===== src/rtl/dmem_bridge.sv =====
`default_nettype none
// ============================================================================
// Module   : dmem_bridge
// Purpose  : Bridges the pipeline memory stage to a simple req/ack data bus.
//            Checks alignment, builds byte strobes and lane-replicated store
//            data, stalls the pipeline while an access is outstanding and
//            returns the sign/zero-extended load result.
// Ports    : clk, rst                    - clock, synchronous active-high reset
//            memenM, memwriteM, addrM,
//            wdataM, sizeM, unsignedM    - access request from memory stage
//            stallM, rdataM, adelM, adesM- stall, load result, alignment errors
//            bus_req, bus_wr, bus_addr,
//            bus_wstrb, bus_wdata        - bus request side (registered)
//            bus_ack, bus_rdata          - bus response side
// Revision : 1.0 - initial release
// ============================================================================
module dmem_bridge (
  input  logic        clk,
  input  logic        rst,
  input  logic        memenM,
  input  logic        memwriteM,
  input  logic [31:0] addrM,
  input  logic [31:0] wdataM,
  input  logic [1:0]  sizeM,
  input  logic        unsignedM,
  output logic        stallM,
  output logic [31:0] rdataM,
  output logic        adelM,
  output logic        adesM,
  output logic        bus_req,
  output logic        bus_wr,
  output logic [31:0] bus_addr,
  output logic [3:0]  bus_wstrb,
  output logic [31:0] bus_wdata,
  input  logic        bus_ack,
  input  logic [31:0] bus_rdata
);

  localparam logic [1:0] S_IDLE = 2'd0;
  localparam logic [1:0] S_REQ  = 2'd1;
  localparam logic [1:0] S_DONE = 2'd2;

  localparam logic [1:0] SZ_BYTE = 2'b00;
  localparam logic [1:0] SZ_HALF = 2'b01;
  localparam logic [1:0] SZ_WORD = 2'b10;

  logic [1:0]  r_state;
  logic [1:0]  w_next_state;
  logic        w_err;
  logic        w_launch;
  logic [3:0]  w_strb;
  logic [31:0] w_wdata;

  // Access attributes kept for the load-extraction step once the bus answers.
  logic [1:0]  r_size;
  logic [1:0]  r_off;
  logic        r_unsigned;
  logic [7:0]  w_byte;
  logic [15:0] w_half;
  logic [31:0] w_load;

  // Reserved size or a halfword/word not naturally aligned.
  always_comb begin
    w_err = 1'b0;
    case (sizeM)
      SZ_BYTE: w_err = 1'b0;
      SZ_HALF: w_err = addrM[0];
      SZ_WORD: w_err = (addrM[1:0] != 2'b00);
      default: w_err = 1'b1;
    endcase
  end

  assign w_launch = (r_state == S_IDLE) && memenM && !w_err;

  always_comb begin
    w_strb  = 4'b1111;
    w_wdata = wdataM;
    case (sizeM)
      SZ_BYTE: begin
        w_strb  = 4'b0001 << addrM[1:0];
        w_wdata = {4{wdataM[7:0]}};
      end
      SZ_HALF: begin
        w_strb  = 4'b0011 << addrM[1:0];
        w_wdata = {2{wdataM[15:0]}};
      end
      default: begin
        w_strb  = 4'b1111;
        w_wdata = wdataM;
      end
    endcase
  end

  // ---------------------------------------------------------------- FSM
  always_ff @(posedge clk) begin
    if (rst) r_state <= S_IDLE;
    else     r_state <= w_next_state;
  end

  always_comb begin
    w_next_state = r_state;
    case (r_state)
      S_IDLE:  if (w_launch) w_next_state = S_REQ;
      S_REQ:   if (bus_ack)  w_next_state = S_DONE;
      // DONE always falls back to IDLE so the still-asserted memenM of the
      // completing instruction is not launched a second time.
      S_DONE:  w_next_state = S_IDLE;
      default: w_next_state = S_IDLE;
    endcase
  end

  always_comb begin
    stallM  = 1'b0;
    adelM   = 1'b0;
    adesM   = 1'b0;
    bus_req = 1'b0;
    case (r_state)
      S_IDLE: begin
        if (!rst && memenM) begin
          stallM = !w_err;
          adelM  = w_err && !memwriteM;
          adesM  = w_err && memwriteM;
        end
      end
      S_REQ: begin
        stallM  = !rst;
        bus_req = 1'b1;
      end
      default: ;
    endcase
  end

  // ---------------------------------------------------------------- Datapath
  always_comb begin
    w_byte = bus_rdata[{r_off, 3'b000} +: 8];
    w_half = bus_rdata[{r_off[1], 4'b0000} +: 16];
    case (r_size)
      SZ_BYTE: w_load = {{24{!r_unsigned && w_byte[7]}}, w_byte};
      SZ_HALF: w_load = {{16{!r_unsigned && w_half[15]}}, w_half};
      default: w_load = bus_rdata;
    endcase
  end

  // Bus fields are written only at launch, so they stay stable through REQ.
  always_ff @(posedge clk) begin
    if (rst) begin
      bus_wr     <= 1'b0;
      bus_addr   <= 32'h0;
      bus_wstrb  <= 4'h0;
      bus_wdata  <= 32'h0;
      rdataM     <= 32'h0;
      r_size     <= 2'b00;
      r_off      <= 2'b00;
      r_unsigned <= 1'b0;
    end else begin
      if (w_launch) begin
        bus_wr     <= memwriteM;
        bus_addr   <= {addrM[31:2], 2'b00};
        bus_wstrb  <= memwriteM ? w_strb : 4'h0;
        bus_wdata  <= memwriteM ? w_wdata : 32'h0;
        r_size     <= sizeM;
        r_off      <= addrM[1:0];
        r_unsigned <= unsignedM;
      end
      if ((r_state == S_REQ) && bus_ack && !bus_wr) begin
        rdataM <= w_load;
      end
    end
  end

endmodule
`default_nettype wire


===== config.mk =====
export PLATFORM = sky130hd
export DESIGN_NAME = dmem_bridge
export DESIGN_NICKNAME = d
export VERILOG_FILES = /design/src/rtl/dmem_bridge.sv
export SDC_FILE = /design/constraint.sdc
export NUM_CORES = 1
export LEC_CHECK = 0
export CAP_MARGIN = 20
export CORE_MARGIN = 5
export CORE_UTILIZATION = 50
export CTS_CLUSTER_DIAMETER = 200
export DETAILED_ROUTE_END_ITERATION = 12
export DONT_BUFFER_PORTS = 1
export PLACE_DENSITY_LB_ADDON = 0.15
export SLEW_MARGIN = 20
export SYNTH_ARGS = -nofsm -noshare
export SYNTH_HDL_FRONTEND = slang
export SYNTH_SLANG_ARGS = --single-unit

===== constraint.sdc =====
create_clock -name clk -period 3.87 [get_ports clk]
set_clock_uncertainty 0.15 [all_clocks]
set_input_delay 0.5805 -clock clk [delete_from_list [all_inputs] [get_ports clk]]
set_output_delay 0.5805 -clock clk [all_outputs]
set_load 0.02 [all_outputs]

After elaboration in Yosys (flattened, before gate mapping). Index checks and enable logic that the tools add are counted.

Word-level logic and storage cells: 54. Flip-flop bits (word level): 106. Input port bits: 104. Output and inout bits: 105.

Equality and inequality tests: 6. Multiplexer cells: 16. Reductions and logical operators: 19. Shift operators: 4.

Operators by type and width (number): 32-bit one-hot mux with 2 select lines (2); 32-bit 2-to-1 mux (1); 32-bit by 6-bit indexed part select with 16-bit output (1); 32-bit by 6-bit indexed part select with 8-bit output (1); 1-bit logical AND (9); 4-bit one-hot mux with 2 select lines (1); 2-bit by 1-bit equality test with 1-bit output (second input constant) (3); 2-bit logical NOT (3); 1-bit 2-to-1 mux (6); 1-bit logical NOT (5); 2-bit 2-to-1 mux (2); 4-bit 2-to-1 mux (1); 2-bit inequality test (second input constant) (2); 2-bit one-hot mux with 2 select lines (1); 1-bit by 2-bit << shifter with 4-bit output (first input constant) (1); 2-bit by 2-bit << shifter with 4-bit output (first input constant) (1); 1-bit one-hot mux with 3 select lines (1); 2-bit equality test (second input constant) (1); 1-bit one-hot mux with 2 select lines (1); 2-bit AND reduction (1); 2-bit nonzero test (1).

Longest topological paths before layout. Gate-level depths: netlist (run 1).

Depth in word-level cells: 6. Depth in mapped cells: 7. Depth with buffers taken out: 4.

Worst setup path before layout (run 1). Ideal clock, no wire load.

Path type: input -> output. From: input port sizeM[0]. To: output port stallM. Stages: 5. Arrival: 1593 ps. Data required time: 3139 ps. Path slack: 1546 ps. Cell sequence: buf_2 > nor3_2 > or2_4 > a21oi_1 > nor3_1.

Word-level cells in the longest chain between the ends: 5. Elaborated cells on any way between the ends: 7. Those cells by class: eq/ne: 2; mux: 3; reduce/logical: 2.

RTL lines: from (decl) (RTL line 24) `input logic [1:0] sizeM,`; 2-bit equality test (tied with other cells) (RTL line 65) `case (sizeM)`; 1-bit one-hot mux with 3 select lines (*) (RTL line 65); 1-bit logical NOT (*) (RTL line 120) `stallM = !w_err;`; 1-bit 2-to-1 mux (*) (RTL line 119) `if (!rst && memenM) begin`; 1-bit one-hot mux with 2 select lines (*) (RTL line 117) `case (r_state)`; to (decl) (RTL line 26) `output logic stallM,`.

Mark *: on every way between the ends. The rest lies on a longest branch, timed or not.

Worst setup path after layout (run 1).
From: register r_state[1]. To: output port adelM.

Word-level cells in the longest chain between the ends: 2.

RTL lines: from (decl) (RTL line 47) `logic [1:0] r_state;`; from (signal assigned) (RTL line 97) `else r_state <= w_next_state;`; 2-bit logical NOT (RTL line 117); 1-bit 2-to-1 mux (RTL line 117); to (decl) (RTL line 28) `output logic adelM,`.

Every way passes these cells.

==> flow_metrics.env, run 1 <==
export IMPL_status="completed"
export IMPL_seq_area_frac_synth_pct=45.5
export IMPL_antennaDiodeCount=0
export IMPL_vias=3652
export IMPL_hold_viol=0
export IMPL_htree_num_levels=3
export IMPL_cts_sinks=106
export IMPL_start_util_pct=50.9
export IMPL_grt_usage_pct=20.1
export IMPL_final_min_clock_period_ps=2470
export IMPL_yosysWarnings=0
export IMPL_path_clk_slew_ps=100
export IMPL_netlist_instances=527
export IMPL_antenna_found_initial=0
export IMPL_fin_crit_sh_pct=63.8
export IMPL_final_cells=614
export IMPL_dp_hpwl_mm=8.68
export IMPL_synthArstFlopShare_pct=0
export IMPL_drive_above_1_share_pct=8.35
export IMPL_port_buffers=0
export IMPL_finalPower_mw=2.05
export IMPL_cp_required_ps=3140
export IMPL_drt_iter0_drc=199
export IMPL_fill_cells=863
export IMPL_end_kind="output pin"
export IMPL_syn2layout_area_growth_pct=1.56
export IMPL_synth_distinct_cells=45
export IMPL_slowest_delay_ps=670
export IMPL_nets=602
export IMPL_core_area_sq_um=9150
export IMPL_cts_resized=0
export IMPL_ys_ff_latch=106
export IMPL_slew_headroom_pct=43.5
export IMPL_gp_congestion=0.808
export IMPL_leakage_nw=1.61
export IMPL_ioPinCount=209
export IMPL_p_per_area_nw_per_um2=433
export IMPL_hp_class="input pin to flip-flop"
export IMPL_post_route_drc_count=0
export IMPL_grt_pass1_wl_mm=18.5
export IMPL_ir_drop_mv=0.203
export IMPL_dieArea_sq_um=11400
export IMPL_setup_tns_ps=0
export IMPL_die_w_microns=107
export IMPL_start_kind="flip-flop"
export IMPL_grt_max_degree=74
export IMPL_drt_vias_per_instance=5.95
export IMPL_timing_hold_ws_ps=138
export IMPL_die_height_microns=107
export IMPL_rsz0062_at_grt="false"
export IMPL_worstPathArrival_ps=1740
export IMPL_first_pass_iters=4
export IMPL_rows=35
export IMPL_drt_wl_total_mm=12.0
export IMPL_worst_pin_slew_ps=845
export IMPL_drtAntennaViolNets=0
export IMPL_finalSetupViolations=0
export IMPL_cts_tree="built"
export IMPL_cp_top_family="simple AND/OR/NAND/NOR gates"
export IMPL_synth_area_sq_um=4660
export IMPL_dp_cells=598
export IMPL_wl_per_cell_microns=19.5
export IMPL_overflow=0
export IMPL_worstSetupPathType="flip-flop to output pin"
export IMPL_insertion_delay_ps=350
export IMPL_cts_buffers_inserted=9
export IMPL_grt_pass1_vias=3407
export IMPL_crit_fanout=5
export IMPL_postCtsHoldBufs=0
export IMPL_synth_edf_count=0
export IMPL_report_final_slew_viol_count=0
export IMPL_cts_root_buf="clkbuf_8"
export IMPL_drv_cap=0
export IMPL_cts_max_path_buffers=2
export IMPL_worstPathCellList="nor4b_2, nor3b_1"
export IMPL_crit_slowest_cell="nor3b_1"
export IMPL_postCtsSetupRepairBufs=0
export IMPL_fmax_mhz=405
export IMPL_synthFlopType="dfxtp_1"
export IMPL_path_buf_inv=0
export IMPL_syn_avg_cell_area_sq_um=8.85
-- Yosys cell counts (2+ instances only) --
| cell | count | share of area [%] |
|---|---|---|
| nand2_1 | 114 | 9.2 |
| dfxtp_1 | 106 | 46 |
| a21oi_1 | 41 | 4.4 |
| nor2_1 | 31 | 2.5 |
| mux2i_1 | 27 | 5.8 |
| a211oi_1 | 24 | 3.9 |
| o21ai_0 | 19 | 2.0 |
| o2bb2ai_1 | 19 | 3.6 |
| a22o_1 | 17 | 3.2 |
| buf_4 | 17 | 2.7 |
| clkbuf_1 | 15 | 1.2 |
| nand3_1 | 12 | 1.3 |
| nand3b_1 | 12 | 1.9 |
| buf_2 | 9 | 0.97 |
| a311oi_1 | 8 | 1.5 |
| a31o_2 | 6 | 1.1 |
| buf_6 | 5 | 1.2 |
| nor2b_1 | 5 | 0.67 |
| mux2_2 | 4 | 0.97 |
| and2_1 | 3 | 0.40 |
| inv_1 | 3 | 0.24 |
| nand2b_1 | 3 | 0.40 |
| o21bai_1 | 3 | 0.48 |
| a21oi_2 | 2 | 0.38 |
| o22ai_1 | 2 | 0.27 |
-- registers in the layout, summed over array words and instances, names as in the netlist --
register	count
bus_wdata	32
rdataM	32
bus_addr	30
bus_wstrb	4
r_off	2
r_size	2
r_state	2
bus_wr	1
r_unsigned	1
-- power breakdown --
group          total, mW  internal, mW  switching (mW)
Combinational      0.190        0.0818           0.108
Clock              0.627         0.243           0.384
Sequential          1.23          1.14          0.0938
-- worst paths after layout --
| path | startpoint | end | slack, ps | depth (start not counted) |
|---|---|---|---|---|
| max | r_state[1] | adelM | 1400 | 2 |
| min | rst | bus_addr[31] | 140 | 1 |
| max reg2reg | bus_wr | rdataM[21] | 1730 | 3 |
| min reg2reg | r_unsigned | r_unsigned | 340 | 2 |
-- placed cells by master (no fill, tap or decap), types with 2 or more instances in the layout --
master,n
o22ai_1,2
dfxtp_1,106
clkbuf_8,9
nor2b_1,5
clkinv_4,2
o21ai_0,19
a311oi_1,8
a22o_1,17
a21oi_2,2
a21oi_1,41
mux2_2,4
and2_1,3
nand2_1,114
nand3b_1,12
o2bb2ai_1,19
mux2i_1,27
o21bai_1,3
a211oi_1,24
nor2_1,31
conb_1,2
inv_1,3
buf_4,5
a31o_2,6
nand2b_1,3
nand3_1,12
-- final cells by class --
class | instances | area, sq um | area share [%]
clock inverter | 6 | 50.0 | 1.06
multi-input combinational | 373 | 2250 | 47.5
tap | 111 | 139 | 2.93
inverter | 3 | 11.3 | 0.238
clock buffer | 10 | 128 | 2.70
timing repair buffer | 5 | 37.5 | 0.793
sequential | 106 | 2120 | 44.8
-- stage by stage --
| step | instance area [sq um] | utilization, % | setup WS, ps |
|---|---|---|---|
| floorplan | 4670 | - | 1550 |
| global placement | 4560 | 49.8 | 1480 |
| detailed placement | 4560 | 49.8 | 1470 |
| CTS | 4730 | 51.7 | 1360 |
| global route | 4730 | 51.7 | 1230 |
| finish | 4730 | 51.7 | 1400 |
-- logic make-up after synthesis --
family,share of synthesized area [%]
AND/OR/NAND/NOR,19.1
AO/OA/AOI/OAI,22.2
flip-flops,45.5
buffers and inverters,6.36
multiplexers,6.76
other,0.0804
-- routing by layer --
metal / vias up / GRT usage (%) / wire (microns)
li1: 1791 / - / -
met1: 1700 / 24.4 / 4860
met2: 153 / 32.3 / 5660
met3: 8 / 9.05 / 1320
met4: 0 / 5.57 / 148
met5: - / 0 / 0
No activity file was read; power rests on OpenSTA's default activity.
==> inputs of run 2 (changes only) <==
clock period = 2.2 ns   (was 3.87 ns; I/O delays follow)
==> flow_metrics.env, run 2 (synthesis results as in run 1) <==
export IMPL_min_path_cells=2
export IMPL_worstPathCellList="nor4b_2, nand2_1, nor2_2"
export IMPL_grt_max_degree=70
export IMPL_path_clk_slew_ps=110
export IMPL_die_height_microns=107
export IMPL_antenna_found_initial=0
export IMPL_cts_buffers_inserted=9
export IMPL_rows=35
export IMPL_p_sw_mw=1.09
export IMPL_die_w_microns=107
export IMPL_start_util_pct=50.9
export IMPL_path_depth=3
export IMPL_grt_pass1_wl_mm=21.3
export IMPL_end_kind="output pin"
export IMPL_ff2ff_path_depth=5
export IMPL_reg_top3="bus_wdata (32), rdataM (32), bus_addr (30)"
export IMPL_slowest_delay_ps=370
export IMPL_path_buf_inv=0
export IMPL_fin_ws_ps=197
export IMPL_worstSetupPathType="flip-flop to output pin"
export IMPL_cts_tree="built"
export IMPL_p_sw_share_pct=29.0
export IMPL_combinationalPowerShare_pct=13.5
export IMPL_dp_hpwl_mm=8.77
export IMPL_first_pass_iters=5
export IMPL_antennaDiodeCount=0
export IMPL_final_cells=704
export IMPL_final_min_clock_period_ps=2000
export IMPL_crit_slowest_cell="dfxtp_1"
export IMPL_drt_vias_per_instance=5.84
export IMPL_finalPower_mw=3.76
export IMPL_wl_per_cell_microns=19.6
export IMPL_timing_hold_ws_ps=4.77
export IMPL_dpl_cell_area_sq_um=4620
export IMPL_hold_viol=0
export IMPL_drt_iter0_drc=218
export IMPL_rsz0062_at_grt="false"
export IMPL_post_route_drc_count=0
export IMPL_overflow=0
export IMPL_fmax_mhz=499
export IMPL_core_area_sq_um=9150
export IMPL_drtAntennaViolNets=0
export IMPL_nets=692
export IMPL_gp_congestion=0.856
export IMPL_status="completed"
export IMPL_cts_sinks=106
export IMPL_grt_pass1_vias=4046
export IMPL_cp_required_ps=1720
export IMPL_seqCellArea_sq_um=2120
export IMPL_ir_drop_mv=0.393
export IMPL_setup_tns_ps=0
export IMPL_port_buffers=0
export IMPL_cp_top_family="simple AND/OR/NAND/NOR gates"
export IMPL_ioPinCount=209
export IMPL_grt_usage_pct=23.4
export IMPL_fill_cells=781
export IMPL_slew_headroom_pct=59.0
export IMPL_p_per_area_nw_per_um2=669
export IMPL_report_final_slew_viol_count=0
export IMPL_dieArea_sq_um=11400
export IMPL_cts_max_path_buffers=2
export IMPL_crit_fanout=5
export IMPL_syn2layout_area_growth_pct=20.7
export IMPL_finalSetupViolations=0
export IMPL_drv_cap=0
export IMPL_postLayoutCellArea_sq_um=5630
export IMPL_final_common_cell="nand2_1"
export IMPL_dp_cells=606
export IMPL_worstPathArrival_ps=1520
export IMPL_dp_slack_ps=381
export IMPL_fin_crit_sh_pct=91.0
export IMPL_power_internal_mw=2.67
export IMPL_multi_input_area_sq_um=2250
export IMPL_worst_pin_slew_ps=614
export IMPL_cts_root_buf="clkbuf_8"
export IMPL_p_clk_share_pct=29.0
export IMPL_start_kind="flip-flop"
export IMPL_layout_common_cells="114 x nand2_1, 106 x dfxtp_1, 81 x dlygate4sd3_1"
export IMPL_seqPwrFrac_pct=57.5
export IMPL_hp_class="input pin to flip-flop"
export IMPL_fin_util_pct=61.5
export IMPL_drive_above_1_share_pct=8.60
export IMPL_insertion_delay_ps=360
export IMPL_vias=4113
export IMPL_htree_num_levels=3
export IMPL_drt_wl_total_mm=13.8
export IMPL_leakage_nw=1.99
==> run 2: cell count changes in the layout (fill, tap and decap cells not counted) <==
cell           change
nor2_2             +1
buf_4              +8
inv_8              -1
clkinv_4           -2
clkinvlp_4         +3
clkinv_2           -1
dlygate4sd3_1     +81
buf_16             +1
clkbuf_1           +1
nor2_1             -1
==> run 2: power groups by stage <==
stage	logic [mW]	registers [mW]	clock network, mW
after detailed placement	0.348	2.21	0
final	0.508	2.16	1.09
after floorplan	0.350	2.18	0
after global routing	0.559	2.17	1.19
after CTS	0.499	2.17	1.12
after global placement	0.341	2.21	0
==> run 2: area by class of cell <==
cell class / instances / share of cell area (%)
clock buffers: 11 / 2.33
clock inverters: 5 / 0.689
inverters: 3 / 0.200
multi-input cells: 373 / 40.0
flip-flops and latches: 106 / 37.7
well taps: 111 / 2.47
repair buffers: 95 / 16.6
==> run 2: worst paths after layout <==
kind              startpoint       endpoint  slack [ps]
setup / recovery  r_state[1]          adesM         200
hold / removal     wdataM[3]  bus_wdata[19]           5
setup reg to reg  r_state[1]   bus_addr[27]         390
hold reg to reg   r_unsigned     r_unsigned         330
==> run 2: timing repair <==
action | 4_1_cts | 5_1_grt
hold endpoints to repair | 95 | 0
hold buffers | 82 | 0
gates resized for setup | 0 | 1
buffers inserted | 0 | 0
endpoints found under the setup margin | 0 | 1
==> run 2: layer usage <==
| metal | vias to the layer above | part of all wire, % | wire length [microns] | GRT usage (%) |
|---|---|---|---|---|
| met5 | - | 0 | 0 | 0 |
| met4 | 0 | 3.5 | 484 | 11.1 |
| met3 | 35 | 8.8 | 1220 | 7.29 |
| met2 | 189 | 48 | 6620 | 39.2 |
| met1 | 1907 | 40 | 5470 | 27.2 |
| li1 | 1982 | - | - | - |
==> inputs of run 3 (changes only) <==
CTS_CLUSTER_SIZE = 14   (was unset)
==> results of run 3 <==
No change in the layout: final DEF, timing and power equal those of run 2.
